==> src/rtl/demux1x9_reg.sv <==
// Registered 1-to-9 write distributor: one producer, nine holding registers,
// each with a valid/ack handshake, plus slot occupancy tracking for stall control.
module demux1x9_reg #(
    parameter int WIDTH = 32
) (
    input  logic             clk,
    input  logic             reset,
    input  logic [WIDTH-1:0] in_data,
    input  logic [3:0]       sel,
    input  logic             in_valid,
    output logic             in_ready,
    output logic [WIDTH-1:0] out0,
    output logic [WIDTH-1:0] out1,
    output logic [WIDTH-1:0] out2,
    output logic [WIDTH-1:0] out3,
    output logic [WIDTH-1:0] out4,
    output logic [WIDTH-1:0] out5,
    output logic [WIDTH-1:0] out6,
    output logic [WIDTH-1:0] out7,
    output logic [WIDTH-1:0] out8,
    output logic [8:0]       out_valid,
    input  logic [8:0]       out_ack,
    output logic [3:0]       occupancy,
    output logic             full,
    output logic             empty
);

    function automatic logic [3:0] popcount9(input logic [8:0] v);
        logic [3:0] cnt;
        cnt = 4'd0;
        for (int i = 0; i < 9; i++) begin
            cnt = cnt + {3'b000, v[i]};
        end
        return cnt;
    endfunction

    logic [WIDTH-1:0] data_q [0:8];
    logic [8:0]       valid_q;
    logic [8:0]       valid_d;
    logic [3:0]       occ_q;
    logic [3:0]       occ_d;
    logic             full_q;
    logic             empty_q;
    logic [3:0]       idx_s;
    logic [8:0]       idx_oh_s;
    logic [8:0]       ack_eff_s;
    logic             ready_s;
    logic             wr_s;

    // Slot decode, readiness and next-state for valid bits and occupancy
    always_comb begin
        idx_s     = 4'd0;
        idx_oh_s  = 9'd0;
        ready_s   = 1'b0;
        wr_s      = 1'b0;
        ack_eff_s = 9'd0;
        valid_d   = valid_q;
        occ_d     = occ_q;

        // Every select value 8..15 aliases onto the last slot
        if (sel[3]) begin
            idx_s = 4'd8;
        end else begin
            idx_s = sel;
        end
        idx_oh_s  = 9'd1 << idx_s;
        ready_s   = ~valid_q[idx_s] | out_ack[idx_s];
        wr_s      = in_valid & ready_s;
        ack_eff_s = out_ack & valid_q;

        // A write overrides a same-cycle ack on its slot
        if (wr_s) begin
            valid_d = (valid_q & ~ack_eff_s) | idx_oh_s;
        end else begin
            valid_d = valid_q & ~ack_eff_s;
        end
        occ_d = occ_q + {3'b000, wr_s} - popcount9(ack_eff_s);
    end

    // Holding registers: loaded only on an accepted write, never cleared by ack
    always_ff @(posedge clk or posedge reset) begin
        if (reset) begin
            for (int k = 0; k < 9; k++) begin
                data_q[k] <= {WIDTH{1'b0}};
            end
        end else begin
            if (wr_s) begin
                data_q[idx_s] <= in_data;
            end
        end
    end

    // Valid bits, occupancy and its full/empty decode
    always_ff @(posedge clk or posedge reset) begin
        if (reset) begin
            valid_q <= 9'd0;
            occ_q   <= 4'd0;
            full_q  <= 1'b0;
            empty_q <= 1'b1;
        end else begin
            valid_q <= valid_d;
            occ_q   <= occ_d;
            full_q  <= (occ_d == 4'd9);
            empty_q <= (occ_d == 4'd0);
        end
    end

    assign in_ready  = ready_s;
    assign out_valid = valid_q;
    assign occupancy = occ_q;
    assign full      = full_q;
    assign empty     = empty_q;
    assign out0      = data_q[0];
    assign out1      = data_q[1];
    assign out2      = data_q[2];
    assign out3      = data_q[3];
    assign out4      = data_q[4];
    assign out5      = data_q[5];
    assign out6      = data_q[6];
    assign out7      = data_q[7];
    assign out8      = data_q[8];

endmodule

==> config.mk <==
export PLATFORM = sky130hd
export DESIGN_NAME = demux1x9_reg
export DESIGN_NICKNAME = d
export VERILOG_FILES = /design/src/rtl/demux1x9_reg.sv
export SDC_FILE = /design/constraint.sdc
export NUM_CORES = 1
export LEC_CHECK = 0
export ABC_AREA = 1
export CORE_ASPECT_RATIO = 1.1
export CORE_MARGIN = 2
export CORE_UTILIZATION = 49
export CTS_CLUSTER_SIZE = 30
export DETAILED_ROUTE_END_ITERATION = 8
export PLACE_DENSITY = 0.81
export SETUP_SLACK_MARGIN = 0.4
export SYNTH_ARGS = -nofsm -noshare
export SYNTH_HDL_FRONTEND = slang
export SYNTH_SLANG_ARGS = --single-unit
==> constraint.sdc <==
create_clock -name clk -period 11.8 [get_ports clk]
set_clock_uncertainty 0.1 [all_clocks]
set_input_delay 1.77 -clock clk [delete_from_list [all_inputs] [get_ports clk]]
set_output_delay 1.77 -clock clk [all_outputs]
set_load 0.02 [all_outputs]
# [After elaboration in Yosys (flattened, before gate mapping)]
# Index checks and enable logic that the tools add are counted.
[totals] reg_bits=303 romBits=0 n_memories=0 wordCells=47 in_bits=48 latch_bits=0 ram_bits=0
[classes] eq_ne=1 n_addsub=10 reduce_logical=2 shifts=1 div=0 muxes=9 multipliers=0 n_lt_le_gt_ge=3 bitwise_logic=8
[op_table] cell="bitwise mux 288 bit" n=1
[op_table] cell="demux 32 bit (select 4 bit)" n=1
[op_table] cell="two-way mux 32 bit" n=1
[op_table] cell="adder 4 x 1 -> 4 bit" n=6
[op_table] cell="AND 9 bit" n=2
[op_table] cell="two-way mux 9 bit" n=1
[op_table] cell="inverter 9 bit" n=1
[op_table] cell="OR 9 bit" n=1
[op_table] cell="<< shifter 1 x 4 -> 9 bit, first input constant" n=1
[op_table] cell="binary-select mux 1 bit (select 4 bit)" n=2
[op_table] cell=">= comparator 5 bit, second input constant" n=1
[op_table] cell="< comparator 4 x 5 -> 1 bit, second input constant" n=1
[op_table] cell="< comparator 5 x 1 -> 1 bit, second input constant" n=1
[op_table] cell="inverter 4 -> 5 bit" n=1
[op_table] cell="adder 3 x 1 -> 4 bit" n=1
[op_table] cell="equality test 4 bit, second input constant" n=1
[op_table] cell="logical NOT 4 bit" n=1
[op_table] cell="two-way mux 4 bit" n=1
[op_table] cell="subtractor 4 bit" n=1
[op_table] cell="adder 2 x 1 -> 3 bit" n=1
[op_table] cell="adder 1 x 1 -> 2 bit" n=1
[op_table] cell="two-way mux 1 bit" n=2
[op_table] cell="AND 1 bit" n=1
[op_table] cell="logical AND 1 bit" n=1
[op_table] cell="2 further kinds" n=2

# [Longest topological paths before layout]
[depth] word_depth=11 mapped_depth=17

# [Worst setup path after synthesis]
# OpenSTA, ideal clock, no wires.
[synth_path] path_kind="input -> register" startpoint="input port out_ack[5]" endpoint="register full_q, in the netlist full" n_path_buf=0 cell_stages=12 required_ns=11.633 arrival_time_ns=4.957 path_slack_ns=6.677 cell_sequence="nand2_1 -> fa_1 -> inv_1 -> fa_1 -> fa_1 -> fa_1 -> inv_1 -> fa_1 -> ha_1 -> xnor2_1 -> xor2_1 -> and3_1"
[synth_between] elab_chain_cells=7 word_cells_on_any_way=12 classes_between="6 x add/sub; 1 x eq/ne; 2 x mux; 3 x bitwise"
[synth_rtl] element="start: declaration" line_no="22" rtl="input logic [8:0] out_ack,"
[synth_rtl] element="AND 9 bit / binary-select mux 1 bit (select 4 bit) (equally long branches)" line_no="69, 67"
[synth_rtl] element="adder 4 x 1 -> 4 bit / two-way mux 1 bit (equally long branches)" line_no="32, 67"
[synth_rtl] element="adder 4 x 1 -> 4 bit / OR 1 bit (equally long branches)" line_no="32, 67"
[synth_rtl] element="adder 4 x 1 -> 4 bit / AND 1 bit (equally long branches)" line_no="32, 68"
[synth_rtl] element="adder 4 x 1 -> 4 bit, on equally long branches" line_no="32, 77"
[synth_rtl] element="subtractor 4 bit *" line_no="77" rtl="occ_d = occ_q + {3'b000, wr_s} - popcount9(ack_eff_s);"
[synth_rtl] element="named net occ_d[3]" line_no="41" rtl="logic [3:0] occ_d;"
[synth_rtl] element="equality test 4 bit *" line_no="103" rtl="full_q <= (occ_d == 4'd9);"
[synth_rtl] element="end signal: assignment" line_no="103"
[synth_rtl] element="end: declaration" line_no="42" rtl="logic full_q;"
# The timed path passes the listed nets; every way through them passes the cells marked *. The select of a mux whose other input is x is not followed.
# A chain may end at the register's enable or synchronous reset.

# [Worst setup path in the final report]
[layout_path] startpoint="input port sel[3]" endpoint="output port in_ready"
[layout_between] elab_chain_cells=5 word_cells_on_any_way=7 classes_between="5 x mux; 2 x bitwise"
[layout_rtl] element="start: declaration" line_no="9" rtl="input logic [3:0] sel,"
[layout_rtl] element="two-way mux 4 bit *" line_no="61" rtl="if (sel[3]) begin"
[layout_rtl] element="binary-select mux 1 bit (select 4 bit)" line_no="67" rtl="ready_s = ~valid_q[idx_s] | out_ack[idx_s];"
[layout_rtl] element="two-way mux 1 bit (implied by the code)" line_no="67"
[layout_rtl] element="inverter 1 bit" line_no="67"
[layout_rtl] element="OR 1 bit *" line_no="67"
[layout_rtl] element="end: declaration" line_no="11" rtl="output logic in_ready,"
# Every way passes the cells marked *; elsewhere a longest branch is shown, timed or not. The select of a mux whose other input is x is not followed.

==> out/metrics.csv <==
metric;value;unit
outcome;complete, no violations;
PwrDens;211;mW/mm2
most frequent cells in the layout;618 x nand2_1, 349 x clkdlybuf4s50_1, 302 x dfrtp_1;
gpl congestion;0.836;
main flop type after synthesis;dfrtp_1;
Pleak;0.00867;uW
syn avg cell area;8.99;um2
Antenna Cells;0;
die span in x;160;um
number of iterations in the first detailed-routing pass;6;
max-slew violation count;0;
Top Ports;352;
area growth from synthesis to final layout;33.9;%
Tmin final;6.34;ns
wire length of the first global-routing pass;67.8;mm
fin cells;2089;
Hold Path Depth;2;
Logic pwr share;33.8;%
Num CTS Buffers;31;
vias in the first global route;11800;
Clock Path Buffers;3;
core area;0.0262;mm2
die area;0.0282;mm2
data required time of the critical path;9.93;ns
final setup vio count;0;
actual slew at the worst max-slew pin;0.977;ns
Max Cap Viol;0;
Post-DP HPWL;28.3;mm
unrepaired setup endpoints after global routing;no;
1st-iter DRT viols;1155;
drc violations;0;
Clock Power Share;28.0;%
largest net degree at the start of global routing;166;
CTS sink cnt;303;
Worst Reg-to-Reg Cells;12;
Initial Util;50.2;%
kind of critical path;in -> out;
fillcell total;2105;
Peak Freq;158;MHz
Die Y;176;um
layout cells sized above 1;5.41;%
startpoint types;input pin;
Min Hold Slack;0.367;ns
Cells after Synth;1463;
drt wl/cell;21.2;um
VDD IR max;0.000123;V
Netlist Area Pre-Place;0.0132;mm2
# placed instances;2032;
Worst slew margin;34.9;%
antenna-violating nets left;0;
clk_lat worst skew;0.55;ns
antenna violations before repair;0;
Arr. time, crit path;4.47;ns
R2R Setup Slk;7.86;ns
Global Route Usage Sum;30.8;%
Setup Total Neg Slack;0;ns
drt total wl;44.2;mm
Setup crit end kind;output port;
CP Max Fanout;90;
CTS tree;yes;
DR vias/cell;5.84;
P_int;2440;uW
most common cell after layout, fill and taps aside;nand2_1;
final hold vios;0;
NetSw;1280;uW
clock root buffer;clkbuf_16;
synth unique cells;26;
worst min-delay path category;reg -> reg;
site row count;62;
via count;12200;
Post-Syn Nets;1526;
Reg clk slew, reported paths;0.06;ns
Post-CTS Setup Bufs;0;
CTS Hold Bufs;0;
post-synthesis sequential element count;303;
remaining global-route overflow;0;
Resized cells post-CTS;0;
FF/Latch Area;0.00758;mm2
sequential power share;38.2;%
multi-input combinational cell area;0.00470;mm2
ys async rst share;100;%
post-synthesis sequential area ratio;57.6;%
number of synthesized flops with an enable pin;0;
crit share post-route;53.8;%
Sw Ratio;34.4;%
htree depth;1;
layout net count;1776;
Warnings, synthesis;0;
Port Buf Inserts;351;
Yosys cell counts (2+ instances only):
cell type	instances	area share (%)
nand2_1	618	18
dfrtp_1	302	57
nand4_1	288	14
clkbuf_1	75	2.1
buf_2	36	1.4
inv_1	30	0.86
buf_6	24	2.1
nand3_1	18	0.68
buf_1	16	0.46
nor2_1	13	0.37
ha_1	9	0.86
o21ai_0	9	0.34
fa_1	6	0.91
xnor2_1	3	0.20
buf_4	2	0.11
inv_2	2	0.057
nand2_4	2	0.17
nor2_2	2	0.095
cell type report:
cell class                      count  area share (%)
Timing Repair Buffer              370            20.8
Multi-Input combinational cell    975            26.7
Clock buffer                       43            5.17
Sequential cell                   303            43.1
Inverter                           32           0.725
Tap cell                          352            2.50
Clock inverter                     14            1.02
power groups by stage:
stage	sequential [uW]	clock, uW	combinational [uW]
after floorplan	1720	0	323
after global placement	1420	0	1230
after detailed placement	1430	0	1260
after CTS	1420	1050	1260
after global routing	1450	1090	1340
final	1420	1040	1260
path summary, 6_finish.rpt:
path,to,start
worst max-delay path,in_ready,sel[3]
worst min-delay path,out3[29]$_DFFE_PP0P_,out3[29]$_DFFE_PP0P_
worst max register to register,full$_DFF_PP0_,out_valid[5]$_DFF_PP0_
worst min register to register,out3[29]$_DFFE_PP0P_,out3[29]$_DFFE_PP0P_
max in group asynchronous,out4[4]$_DFFE_PP0P_,reset
min in group asynchronous,out0[19]$_DFFE_PP0P_,reset
cells by family (layout without fill, tap and decap cells):
group / after synthesis / after routing / share of synthesized area [%]
compound gates: 11 / 11 / 0.437
flops: 303 / 303 / 57.6
xor+xnor: 4 / 4 / 0.266
buf+inv: 185 / 459 / 7.05
simple gates: 945 / 945 / 32.8
fa+ha+maj: 15 / 15 / 1.77
sequential cells by signal, indices dropped and copies added, names as in the netlist:
signal and count:
empty 1, full 1, occupancy 4, out0 32
out1 32, out2 32, out3 32, out4 32
out5 32, out6 32, out7 32, out8 32
out_valid 9
critical path: stages:
cell,delay (ns)
buf_2,0.67
inv_2,0.20
nand2_4,0.17
o21ai_1,0.08
nand2_1,0.06
nand2_1,0.05
nand2_1,0.05
nand3_1,0.18
nand2_8,0.45
clkdlybuf4s50_1,0.71
per-layer routing:
metal,global-route usage (%),part of all wire [%],vias up
met4,14.5,4.8,0
li1,-,-,5406
met5,0,0,-
met2,48.7,46,689
met3,8.31,11,141
met1,39.7,39,5960
stage by stage:
step	power [uW]	instance area, um2	util [%]	worst slack, ns
2_1_floorplan	2040	13200	-	1.56
4_1_cts	3730	17600	67.2	5.53
6_report	3720	17600	67.2	5.46
5_1_grt	3880	17600	67.2	5.33
3_3_place_gp	2650	16500	63.0	5.60
3_5_place_dp	2690	16500	63.0	5.54
Note: power is estimated with default switching activity, not from simulation.
